--- src/rtl/lsu_bus_master_pkg.sv ---
// Shared encodings for the MEM-stage load/store bus master: access sizes,
// FSM states and the word-address helper.
package lsu_bus_master_pkg;

    typedef enum logic [1:0] {
        SIZE_WORD = 2'b00,
        SIZE_BYTE = 2'b01,
        SIZE_HALF = 2'b10,
        SIZE_RSVD = 2'b11
    } size_e;

    typedef enum logic [1:0] {
        ST_IDLE = 2'b00,
        ST_WAIT = 2'b01,
        ST_DONE = 2'b10
    } state_e;

    localparam logic [3:0] BE_ALL = 4'b1111;

    function automatic logic [31:0] word_addr(input logic [31:0] addr);
        return {addr[31:2], 2'b00};
    endfunction

endpackage

--- src/rtl/lsu_align.sv ---
// Byte-lane steering: store byte enables and replicated write data, load
// lane extraction with sign/zero extension, and misalignment detection.
module lsu_align
    import lsu_bus_master_pkg::*;
(
    input  logic [1:0]  lane,
    input  logic [1:0]  size,
    input  logic        zero_ext,
    input  logic [31:0] wdata,
    input  logic [31:0] rdata,
    output logic [3:0]  be,
    output logic [31:0] lane_wdata,
    output logic [31:0] ld_data,
    output logic        misaligned
);

    logic [7:0]  rd_byte;
    logic [15:0] rd_half;

    assign rd_byte = rdata[{lane, 3'b000} +: 8];
    assign rd_half = lane[1] ? rdata[31:16] : rdata[15:0];

    always_comb begin
        // NOTE: every output takes a default before the case so no path can infer a latch.
        be         = BE_ALL;
        lane_wdata = wdata;
        ld_data    = rdata;
        misaligned = 1'b0;
        case (size_e'(size))
            SIZE_WORD: misaligned = (lane != 2'b00);
            SIZE_HALF: begin
                be         = lane[1] ? 4'b1100 : 4'b0011;
                lane_wdata = {2{wdata[15:0]}};
                ld_data    = {{16{rd_half[15] & ~zero_ext}}, rd_half};
                misaligned = lane[0];
            end
            SIZE_BYTE: begin
                be         = 4'b0001 << lane;
                lane_wdata = {4{wdata[7:0]}};
                ld_data    = {{24{rd_byte[7] & ~zero_ext}}, rd_byte};
            end
            default: misaligned = 1'b1;
        endcase
    end

endmodule

--- src/rtl/lsu_bus_master.sv ---
// MEM-stage load/store initiator: runs one memory op as a req/ack bus
// transaction, stalls the pipeline meanwhile, and flags misalignment/timeouts.
module lsu_bus_master
    import lsu_bus_master_pkg::*;
#(
    parameter int TIMEOUT = 255
) (
    input  logic        clk,
    input  logic        reset,
    input  logic        op_valid,
    input  logic        op_we,
    input  logic [1:0]  op_size,
    input  logic        op_unsigned,
    input  logic [31:0] op_addr,
    input  logic [31:0] op_wdata,
    input  logic [31:0] op_pc,
    output logic        stall,
    output logic        done,
    output logic [31:0] ld_data,
    output logic        err_adel,
    output logic        err_ades,
    output logic        err_bus,
    output logic        m_req,
    output logic        m_we,
    output logic [31:0] m_addr,
    output logic [3:0]  m_be,
    output logic [31:0] m_wdata,
    output logic [31:0] m_pc,
    input  logic        m_ack,
    input  logic [31:0] m_rdata
);

    localparam int            TW         = $clog2(TIMEOUT + 1);
    localparam logic [TW-1:0] TIMER_LAST = TW'(TIMEOUT - 1);

    state_e        state, state_next;
    logic [TW-1:0] timer;
    logic [1:0]    lat_lane;
    logic [1:0]    lat_size;
    logic          lat_zext;

    logic          accept, reject, ack_hit, timed_out;
    logic [1:0]    al_lane, al_size;
    logic          al_zext, al_misaligned;
    logic [3:0]    al_be;
    logic [31:0]   al_wdata, al_ld;

    // In IDLE the aligner looks at the incoming op; afterwards at the latched one.
    assign al_lane = (state == ST_IDLE) ? op_addr[1:0] : lat_lane;
    assign al_size = (state == ST_IDLE) ? op_size      : lat_size;
    assign al_zext = (state == ST_IDLE) ? op_unsigned  : lat_zext;

    lsu_align u_align (
        .lane       (al_lane),
        .size       (al_size),
        .zero_ext   (al_zext),
        .wdata      (op_wdata),
        .rdata      (m_rdata),
        .be         (al_be),
        .lane_wdata (al_wdata),
        .ld_data    (al_ld),
        .misaligned (al_misaligned)
    );

    assign m_req = (state == ST_WAIT);
    assign done  = (state == ST_DONE);

    always_ff @(posedge clk) begin
        if (reset) state <= ST_IDLE;
        else       state <= state_next;
    end

    always_comb begin
        state_next = state;
        stall      = 1'b0;
        accept     = 1'b0;
        reject     = 1'b0;
        ack_hit    = 1'b0;
        timed_out  = 1'b0;
        case (state)
            ST_IDLE: begin
                if (op_valid) begin
                    if (al_misaligned) begin
                        reject = 1'b1;
                    end else begin
                        accept     = 1'b1;
                        stall      = 1'b1;
                        state_next = ST_WAIT;
                    end
                end
            end
            ST_WAIT: begin
                stall = 1'b1;
                // An ack in the final timer cycle still completes normally.
                if (m_ack) begin
                    ack_hit    = 1'b1;
                    state_next = ST_DONE;
                end else if (timer == TIMER_LAST) begin
                    timed_out  = 1'b1;
                    state_next = ST_DONE;
                end
            end
            ST_DONE: state_next = ST_IDLE;
            default: state_next = ST_IDLE;
        endcase
    end

    // NOTE: all registered state uses non-blocking assignments so every flop samples pre-edge values.
    always_ff @(posedge clk) begin
        if (reset) begin
            timer    <= '0;
            err_adel <= 1'b0;
            err_ades <= 1'b0;
            err_bus  <= 1'b0;
            ld_data  <= '0;
            m_we     <= 1'b0;
            m_addr   <= '0;
            m_be     <= '0;
            m_wdata  <= '0;
            m_pc     <= '0;
            lat_lane <= '0;
            lat_size <= '0;
            lat_zext <= 1'b0;
        end else begin
            timer    <= (state == ST_WAIT) ? timer + TW'(1) : '0;
            err_adel <= reject & ~op_we;
            err_ades <= reject & op_we;
            err_bus  <= timed_out;
            if (accept) begin
                m_we     <= op_we;
                m_addr   <= word_addr(op_addr);
                m_be     <= op_we ? al_be : BE_ALL;
                m_wdata  <= al_wdata;
                m_pc     <= op_pc;
                lat_lane <= op_addr[1:0];
                lat_size <= op_size;
                lat_zext <= op_unsigned;
            end
            if (ack_hit)                  ld_data <= m_we ? '0 : al_ld;
            else if (timed_out || reject) ld_data <= '0;
        end
    end

endmodule

--- config.mk ---
export PLATFORM = sky130hd
export DESIGN_NAME = lsu_bus_master
export DESIGN_NICKNAME = d
export VERILOG_FILES = /design/src/rtl/lsu_bus_master_pkg.sv /design/src/rtl/lsu_align.sv /design/src/rtl/lsu_bus_master.sv
export SDC_FILE = /design/constraint.sdc
export NUM_CORES = 1
export LEC_CHECK = 0
export CAP_MARGIN = 30
export CORE_ASPECT_RATIO = 0.75
export CORE_MARGIN = 5
export CORE_UTILIZATION = 40
export CTS_CLUSTER_DIAMETER = 40
export DETAILED_ROUTE_END_ITERATION = 10
export GPL_TIMING_DRIVEN = 0
export PLACE_DENSITY = 0.75
export SYNTH_ARGS = -nofsm -noshare
export SYNTH_HDL_FRONTEND = slang
export SYNTH_HIERARCHICAL = 1
export SYNTH_SLANG_ARGS = --single-unit
--- constraint.sdc ---
create_clock -name clk -period 3.6 [get_ports clk]
set_input_delay 0.54 -clock clk [delete_from_list [all_inputs] [get_ports clk]]
set_output_delay 0.54 -clock clk [all_outputs]
set_load 0.01 [all_outputs]
Word level (Yosys, flattened, before mapping)
Index checks and enable logic that the tools add are counted.
{ "word_totals": {"input_bits": 136, "register_bits": 149, "elab_cells": 69, "output_inout_bits": 139} }
{ "op_classes": {"eq_ne": 8, "reduce_logical": 7, "n_mux": 30, "addsub": 1, "n_bitwise": 7, "n_shift": 2} }
{ "ops": {"columns": ["cell", "n"], "rows": [
  ["$pmux W32 S2", 2],
  ["$mux W32", 3],
  ["$shiftx A32 B6 Y8", 1],
  ["$mux W16", 1],
  ["$mux W1", 12],
  ["$mux W2", 6],
  ["$add A8 B1 Y8 const B", 1],
  ["$eq A8 B8 Y1 const B", 1],
  ["$mux W4", 2],
  ["$pmux W4 S2", 1],
  ["$and A1 B1 Y1", 4],
  ["$eq A2 B1 Y1 const B", 2],
  ["$eq A2 B2 Y1 const B", 2],
  ["$logic_not A2 Y1", 2],
  ["$ne A2 B2 Y1 const B", 2],
  ["$pmux W2 S2", 1],
  ["$reduce_bool A2 Y1", 2],
  ["$shl A1 B2 Y4 const A", 1],
  ["$ne A3 B1 Y1 const B", 1],
  ["$not A1 Y1", 3],
  ["$pmux W1 S3", 1],
  ["$reduce_and A3 Y1", 1],
  ["$pmux W1 S2", 1],
  ["$reduce_or A2 Y1", 1],
  ["$logic_or A1 B1 Y1", 1]
]} }

Longest topological paths before layout
Gate-level depths: netlist of the first run.
{ "depth": {"ltp_word": 10, "depth_mapped": 14, "mapped_depth_nobuf": 10} }

By module
Netlist of the first run, hierarchy kept.
{ "modules_own_cells": {"columns": ["module", "n_inst", "area_per_inst_um2", "cells_per_inst", "seq_area_each_um2"], "rows": [
  ["lsu_bus_master", 1, 5809.3, 708, 2982.9],
  ["lsu_align", 1, 1111.1, 180, 0.0]
]} }

Least setup slack after synthesis of the first run
Ideal clock, no wire load.
{ "synth_path": {"path_kind": "reg-to-reg", "from": "register state[1]", "to": "register m_pc[0]", "arrival_ps": 2915, "path_stages_with_launch": 14, "path_slack_ps": 553, "t_required_ps": 3468, "cell_sequence": "dfxtp_1 buf_2 nor2_1 mux2_2 clkbuf_1 clkbuf_1 a21oi_1 o21bai_1 or4b_4 buf_6 buf_6 buf_6 nand2_1 a21oi_1"} }
{ "synth_between": {"elab_chain_len": 7, "word_cells_on_any_way": 11, "cone_classes": "2 x eq/ne; 6 x mux; 3 x reduce/logical"} }
{ "synth_rtl": {"columns": ["element", "line", "source"], "rows": [
  ["start: declaration", "lsu_bus_master.sv:36", "state_e state, state_next;"],
  ["start signal: assignment", "lsu_bus_master.sv:70", "else state <= state_next;"],
  ["$logic_not A2 Y1", "lsu_bus_master.sv:49", "assign al_lane = (state == ST_IDLE) ? op_addr[1:0] : lat_lane;"],
  ["$mux W2", "lsu_bus_master.sv:49", null],
  ["via al_lane[1]", "lsu_bus_master.sv:43", "logic [1:0] al_lane, al_size;"],
  ["$reduce_bool A2 Y1", "lsu_align.sv:30", "SIZE_WORD: misaligned = (lane != 2'b00);"],
  ["$pmux W1 S3", "lsu_align.sv:29", "case (size_e'(size))"],
  ["via al_misaligned", "lsu_bus_master.sv:44", "logic al_zext, al_misaligned;"],
  ["$mux W1", "lsu_bus_master.sv:83", "if (al_misaligned) begin"],
  ["$mux W1", "lsu_bus_master.sv:82", "if (op_valid) begin"],
  ["$mux W1", "lsu_bus_master.sv:80", "case (state)"],
  ["end signal: assignment", "lsu_bus_master.sv:134", "m_pc <= op_pc;"],
  ["end: declaration", "lsu_bus_master.sv:28", "output logic [31:0] m_pc,"]
]} }
The timed path passes the listed nets, and every way through them passes these cells.
A chain may end at the register's enable or synchronous reset.

Worst setup path in the final report of the first run
{ "layout_path": {"from": "register state[1]", "to": "output stall"} }
{ "layout_between": {"elab_chain_len": 7, "word_cells_on_any_way": 12, "cone_classes": "3 x eq/ne; 6 x mux; 3 x reduce/logical"} }
{ "layout_rtl": {"columns": ["element", "line", "source"], "rows": [
  ["$logic_not A2 Y1 *", "lsu_bus_master.sv:50", "assign al_size = (state == ST_IDLE) ? op_size : lat_size;"],
  ["$mux W2 *", "lsu_bus_master.sv:50", null],
  ["via al_size[0]", "lsu_bus_master.sv:43", null],
  ["$eq A2 B1 Y1, or another cell as far along", "lsu_align.sv:29", null],
  ["$pmux W1 S3 *", "lsu_align.sv:29", null],
  ["via al_misaligned", "lsu_bus_master.sv:44", null],
  ["$mux W1 *", "lsu_bus_master.sv:83", null],
  ["$mux W1 *", "lsu_bus_master.sv:82", null],
  ["$pmux W1 S2 *", "lsu_bus_master.sv:80", null],
  ["end: declaration", "lsu_bus_master.sv:17", "output logic stall,"]
]} }
The timed path passes the listed nets; every way through them passes the cells marked *.

==> flow_metrics.tcl, run 1 <==
set metrics [dict create \
    layout_commonest_cell "clkdlybuf4s50_1" \
    holdWs_ns 0.4522 \
    post-route-period-util_pct 95.40 \
    fin_area_um2 10540 \
    final_nets 1324 \
    wl_per_cell_um 18.03 \
    cts_tree "yes" \
    worstPathArrival_ns 2.89 \
    gr-total-overflow 0 \
    dp_slack_ns -0.4682 \
    ir_worst_vdd_mv 0.3268 \
    avgSynthCellArea_um2 7.793 \
    max_freq_ghz 0.2912 \
    synth_enable_flop_cells 0 \
    die-area_um2 20060 \
    clockBufferDepth 2 \
    async_reset_ff_share_pct 0 \
    cts-htree-levels 4 \
    cap_violations 0 \
    finalSetupViolations 0 \
    vias 7525 \
    power.density_nw_per_um2 487.5 \
    grt_setup_unrepaired "no" \
    min_path_type "flop to flop" \
    io_pins 275 \
    synth_warnings 6 \
    drt-initial-drc-count 632 \
    die_h_um 123.9 \
    cts.clk_slew.worst_paths_ns 0.06 \
    finalWirelength_um 25420 \
    die_w_um 161.9 \
    viasPerCell 5.337 \
    fin_skew_ns 0.01258 \
    final_cell_mix "clkdlybuf4s50_1 (271), nand2_1 (218), dfxtp_1 (149)" \
    status "completed" \
    clock_latency_ns 0.43 \
    cp.required_ns 3.06 \
    total_power_mw 5.139 \
    leakage_nw 4.056 \
    cts_buffers 17 \
    seq_area_frac_synth_pct 43.10 \
    drc 0 \
    grt_pass1_wl_um 38760 \
    endpoint_kind "output pin" \
    drive_gt1_share_pct 7.364 \
    grt_usage_pct 24.43 \
    path_max_fanout 10 \
    clock_tree.root_cell "clkbuf_16" \
    ys_ff_latch 149 \
    firstDrtPassIters 5 \
    dp.final_hpwl_um 19310 \
    cts.sinks 149 \
    antenna_found_initial 0 \
    start_kind "flop" \
    grt_max_degree 17 \
    initial_core_util_pct 40.88 \
    core_um2 16930 \
    postSynthCellCount 888 \
    fin_crit_ns 3.434 \
    areaGrowthSynthToFinish_pct 52.31 \
    postPlaceCellArea_um2 9916 \
    globalplace.congestion 0.9531 \
    ant_nets 0 \
    row_count 41 \
    relSlewSlack_pct 50.40 \
    setup_slack_ns 0.1658 \
    worst_slew_pin_slew_ns 0.7390 \
    hold_viol 0 \
    synth_ff_type "dfxtp_1" \
    synth.distinct_cells 48 \
    diodes 0 \
    io_buffers 272 \
    path_class "flop to output pin" \
    fill_cells 1518 \
    slew_violations 0 \
    grt_pass1_vias 7155 \
    fin_util_pct 62.26 \
    syn-cell-area_um2 6920 \
]
-- layout make-up --
type | count | area, µm² | area share (%)
Tap cell | 215 | 269.0 | 2.552
Inverter | 34 | 127.6 | 1.211
Clock buffer | 17 | 425.4 | 4.036
Clock inverter | 15 | 157.7 | 1.496
Multi-Input combinational cell | 621 | 3359 | 31.87
Sequential cell | 149 | 2983 | 28.30
Buffer | 85 | 481.7 | 4.570
Timing Repair Buffer | 274 | 2736 | 25.96
-- timing repair --
action                     in CTS  in global routing
hold buffers                    0                  0
setup endpoints to repair     132                  0
setup buffers                   2                  0
gates resized for setup        10                  0
-- worst max-delay path, stage by stage, from the launching register on --
cell and delay (ns):
dfxtp_1 0.32, buf_2 0.20, nor2_4 0.20, mux2_2 0.42, inv_1 0.09, ha_2 0.23
clkbuf_8 0.19, nor2_1 0.06, o21bai_2 0.16, inv_1 0.06, a21oi_1 0.14, nor2_1 0.08
dlygate4sd2_1 0.32
-- kinds of logic (layout without fill, tap and decap cells) --
kind of cell               after synthesis  after routing  synth area share, %
muxes                                   16             16                2.585
and+or+nand+nor                        344            344                23.00
adders and majority gates                6              6                1.085
buffers and inverters                  119            425                8.606
AOI/OAI and AO/OA                      250            250                21.19
other                                    1              2              0.05419
DFF                                    149            149                43.10
xor gates and xnor gates                 3              3               0.3797
-- power by group --
group / switching (mW) / internal, mW
Clock: 0.786 / 0.980
Combinational: 0.806 / 0.697
Sequential: 0.0762 / 1.79
-- synthesized netlist by cell type (2+ instances only) --
cell type,n,area [µm²]
ha_1,6,75.07
nor3b_1,4,30.03
o21ai_0,54,270.3
buf_1,3,11.26
nor3_1,4,20.02
a22o_1,8,70.07
a221o_1,7,70.07
a221o_2,7,78.83
and3b_1,32,280.3
nand4_1,2,12.51
inv_1,34,127.6
a21oi_1,117,585.6
or3_1,2,12.51
xor2_1,2,17.52
o21ai_1,2,10.01
buf_6,11,123.9
mux2i_1,10,100.1
nand2_1,218,818.3
mux2_2,5,56.30
buf_2,5,25.02
nor2b_1,2,12.51
nand3_1,35,175.2
o22ai_1,9,56.30
a22oi_1,8,60.06
a31oi_1,32,200.2
and3_1,2,12.51
dfxtp_1,149,2983
nor2_1,34,127.6
buf_4,16,120.1
clkbuf_1,50,187.7
-- sequential cells by signal, indices dropped and copies added, names as in the netlist --
signal    flops
m_wdata      32
lat_lane      2
err_ades      1
state         2
err_bus       1
lat_zext      1
err_adel      1
m_pc         32
ld_data      32
m_be          4
lat_size      2
m_we          1
timer         8
m_addr       30
-- final timing paths --
kind / startpoint / end / slack [ns] / cells after the start
min: lat_size[0]$_SDFFE_PP0N_ / lat_size[0]$_SDFFE_PP0N_ / 0.45 / 2
max: state[1]$_SDFFE_PP0P_ / stall / 0.17 / 12
min reg2reg: lat_size[0]$_SDFFE_PP0N_ / lat_size[0]$_SDFFE_PP0N_ / 0.45 / 2
max reg2reg: state[1]$_SDFFE_PP0P_ / ld_data[31]$_SDFFE_PP0P_ / 0.27 / 13
-- layer usage --
metal	up-vias	part of all wire (%)	GRT usage, %
li1	3635	-	-
met1	3487	45	33.22
met2	379	44	38.27
met3	24	9.9	7.840
met4	0	1.0	5.494
met5	-	0	0
-- stage by stage --
stage	cells	TNS (ns)
6_report	1410	0
5_1_grt	1410	0
4_1_cts	1410	0
3_5_place_dp	1376	-16.72
3_3_place_gp	1376	-15.40
2_1_floorplan	889	0
No activity file was read; power rests on OpenSTA's default activity.
==> inputs of run 2 (changes only) <==
Settings changed: GPL_ROUTABILITY_DRIVEN set to 0.
==> run 2 against run 1 <==
Net effect:
- the run now ends with design-rule violations left
- clock power shrank 6%
- final cell count is essentially flat
- wire length is essentially flat
- highest routed layer unchanged
==> flow_metrics.tcl, run 2 (synthesized netlist as in run 1, its figures left out) <==
set metrics [dict create \
    grt_max_degree 17 \
    crit_slowest_cell "mux2_2" \
    cts_tree "yes" \
    row_count 41 \
    clock_latency_ns 0.42 \
    violations "design-rule violations" \
    ant_nets 0 \
    grt_pass1_wl_um 38740 \
    critPathLaunch "state[1]$_SDFFE_PP0P_" \
    die_h_um 123.9 \
    relSlewSlack_pct 46.60 \
    finalWirelength_um 25440 \
    cap_violations 0 \
    ir_worst_vdd_mv 0.3333 \
    clockBufferDepth 2 \
    finalSetupViolations 0 \
    status "complete, but fails checks" \
    endpoint_kind "output pin" \
    layout_commonest_cell "clkdlybuf4s50_1" \
    power.density_nw_per_um2 479.6 \
    cp-endpoint "stall" \
    die-area_um2 20060 \
    areaGrowthSynthToFinish_pct 52.07 \
    initial_core_util_pct 40.88 \
    antenna_found_initial 0 \
    drt-initial-drc-count 700 \
    r2r_cells 14 \
    rr_startpoint "state[1]$_SDFFE_PP0P_" \
    vias 7633 \
    slew_violations 0 \
    worst_slew_pin_slew_ns 0.7956 \
    grt_pass1_vias 7244 \
    fin_setup_tns_ns 0 \
    die_w_um 161.9 \
    cts-htree-levels 4 \
    cts_buffers 17 \
    grt_setup_unrepaired "yes" \
    cp_slowest_stage_delay_ns 0.37 \
    start_kind "flop" \
    worstPathArrival_ns 2.87 \
    hold_viol 0 \
    clock_tree.root_cell "clkbuf_16" \
    rr_endpoint "ld_data[24]$_SDFFE_PP0P_" \
    max_freq_ghz 0.2930 \
    fin_util_pct 62.17 \
    io_pins 275 \
    io_buffers 272 \
    leakage_nw 4.033 \
    gr-total-overflow 0 \
    final_nets 1323 \
    whs_path_depth 2 \
    viasPerCell 5.417 \
    drive_gt1_share_pct 7.454 \
    wl_per_cell_um 18.05 \
    fin_crit_ns 3.413 \
    path_class "flop to output pin" \
    rrSetupSlack_ns 0.30 \
    firstDrtPassIters 8 \
    reg_top3 "ld_data (32), m_pc (32), m_wdata (32)" \
    dp.final_hpwl_um 19410 \
    cts.sinks 149 \
    drc 1 \
    min_path_type "flop to flop" \
    cp.required_ns 3.06 \
    crit_path_frequent_cell "nor2_1" \
    path_max_fanout 10 \
    post-route-period-util_pct 94.82 \
    fin_skew_ns 0.009757 \
    hold_buffers 0 \
    worstPathCellList "buf_2 -> nor2_4 -> buf_4 -> mux2_2 -> ha_4 -> clkbuf_8 -> nor2_1 -> o21bai_4 -> inv_1 -> a21oi_1 -> nor2_1 -> dlygate4sd2_1" \
    cts.clk_slew.worst_paths_ns 0.07 \
    grt_usage_pct 24.42 \
    diodes 0 \
    final_cell_mix "clkdlybuf4s50_1 (271), nand2_1 (218), dfxtp_1 (149)" \
    core_um2 16930 \
]
## run 2: cell count changes in the layout (fill, tap and decap cells not counted), sizes merged
cell	previous run	this run
bufinv	1	0
clkbuf	67	66
clkinv	4	3
clkinvlp	1	4
inv	43	42
## run 2: worst min path at each step
stage	from	end	slack (ns)
5_1_grt	lat_zext$_SDFFE_PP0N_	lat_zext$_SDFFE_PP0N_	0.47
4_1_cts	m_pc[5]$_SDFFE_PP0N_	m_pc[5]$_SDFFE_PP0N_	0.45
6_report	m_addr[23]$_SDFFE_PP0N_	m_addr[23]$_SDFFE_PP0N_	0.45
2_1_floorplan	lat_lane[0]$_SDFFE_PP0N_	lat_lane[0]$_SDFFE_PP0N_	0.43
3_5_place_dp	m_addr[5]$_SDFFE_PP0N_	m_addr[5]$_SDFFE_PP0N_	0.45
3_3_place_gp	lat_lane[1]$_SDFFE_PP0N_	lat_lane[1]$_SDFFE_PP0N_	0.44
## run 2: where the power goes
part / switching, mW / internal [mW] / leakage (nW)
Clock: 0.770 / 0.897 / 0.260
Sequential: 0.0762 / 1.79 / 1.21
Combinational: 0.810 / 0.701 / 2.56
Total: 1.66 / 3.39 / 4.03
## run 2: per-layer routing
layer,global-route usage (%),vias up,part of all wire (%)
li1,-,3626,-
met1,32.43,3555,43
met2,38.14,402,44
met3,7.972,50,11
met4,7.448,0,2.3
met5,0,-,0
## run 2: area by class of cell
type / instances / area, µm²
flip-flops and latches: 149 / 2983
fillers: 1531 / 6405
clock inverters: 15 / 117.6
inverters: 34 / 127.6
plain buffers: 84 / 484.2
well taps: 215 / 269.0
multi-input cells: 621 / 3381
clock buffers: 17 / 425.4
repair buffers: 274 / 2736
## run 2: through the flow
stage          hold slack (ns)  total power, mW  cells  cell area [µm²]  worst slack (ns)
4_1_cts                 0.4547            5.065   1409            10510            0.1632
5_1_grt                 0.4718            5.292   1409            10520        -0.0005698
6_report                0.4518            5.047   1409            10520            0.1866
3_5_place_dp            0.4454            3.381   1376             9916           -0.4037
3_3_place_gp            0.4386            3.358   1376             9916           -0.3888
2_1_floorplan           0.4338            2.672    889             6924            0.5528
## run 2: timing repair
| action | CTS | global route |
|---|---|---|
| setup buffers | 1 | 1 |
| resized for setup | 13 | 1 |
| setup endpoints to repair | 131 | 1 |
| pin swaps | 1 | 1 |
## run 2: critical path, delay by kind of cell (launching register included)
family | cells | cell delay [ns]
mux | 1 | 0.37
simple gates | 3 | 0.53
flops | 1 | 0.32
buf+inv | 5 | 0.85
fa+ha+maj | 1 | 0.19
compound gates | 2 | 0.16
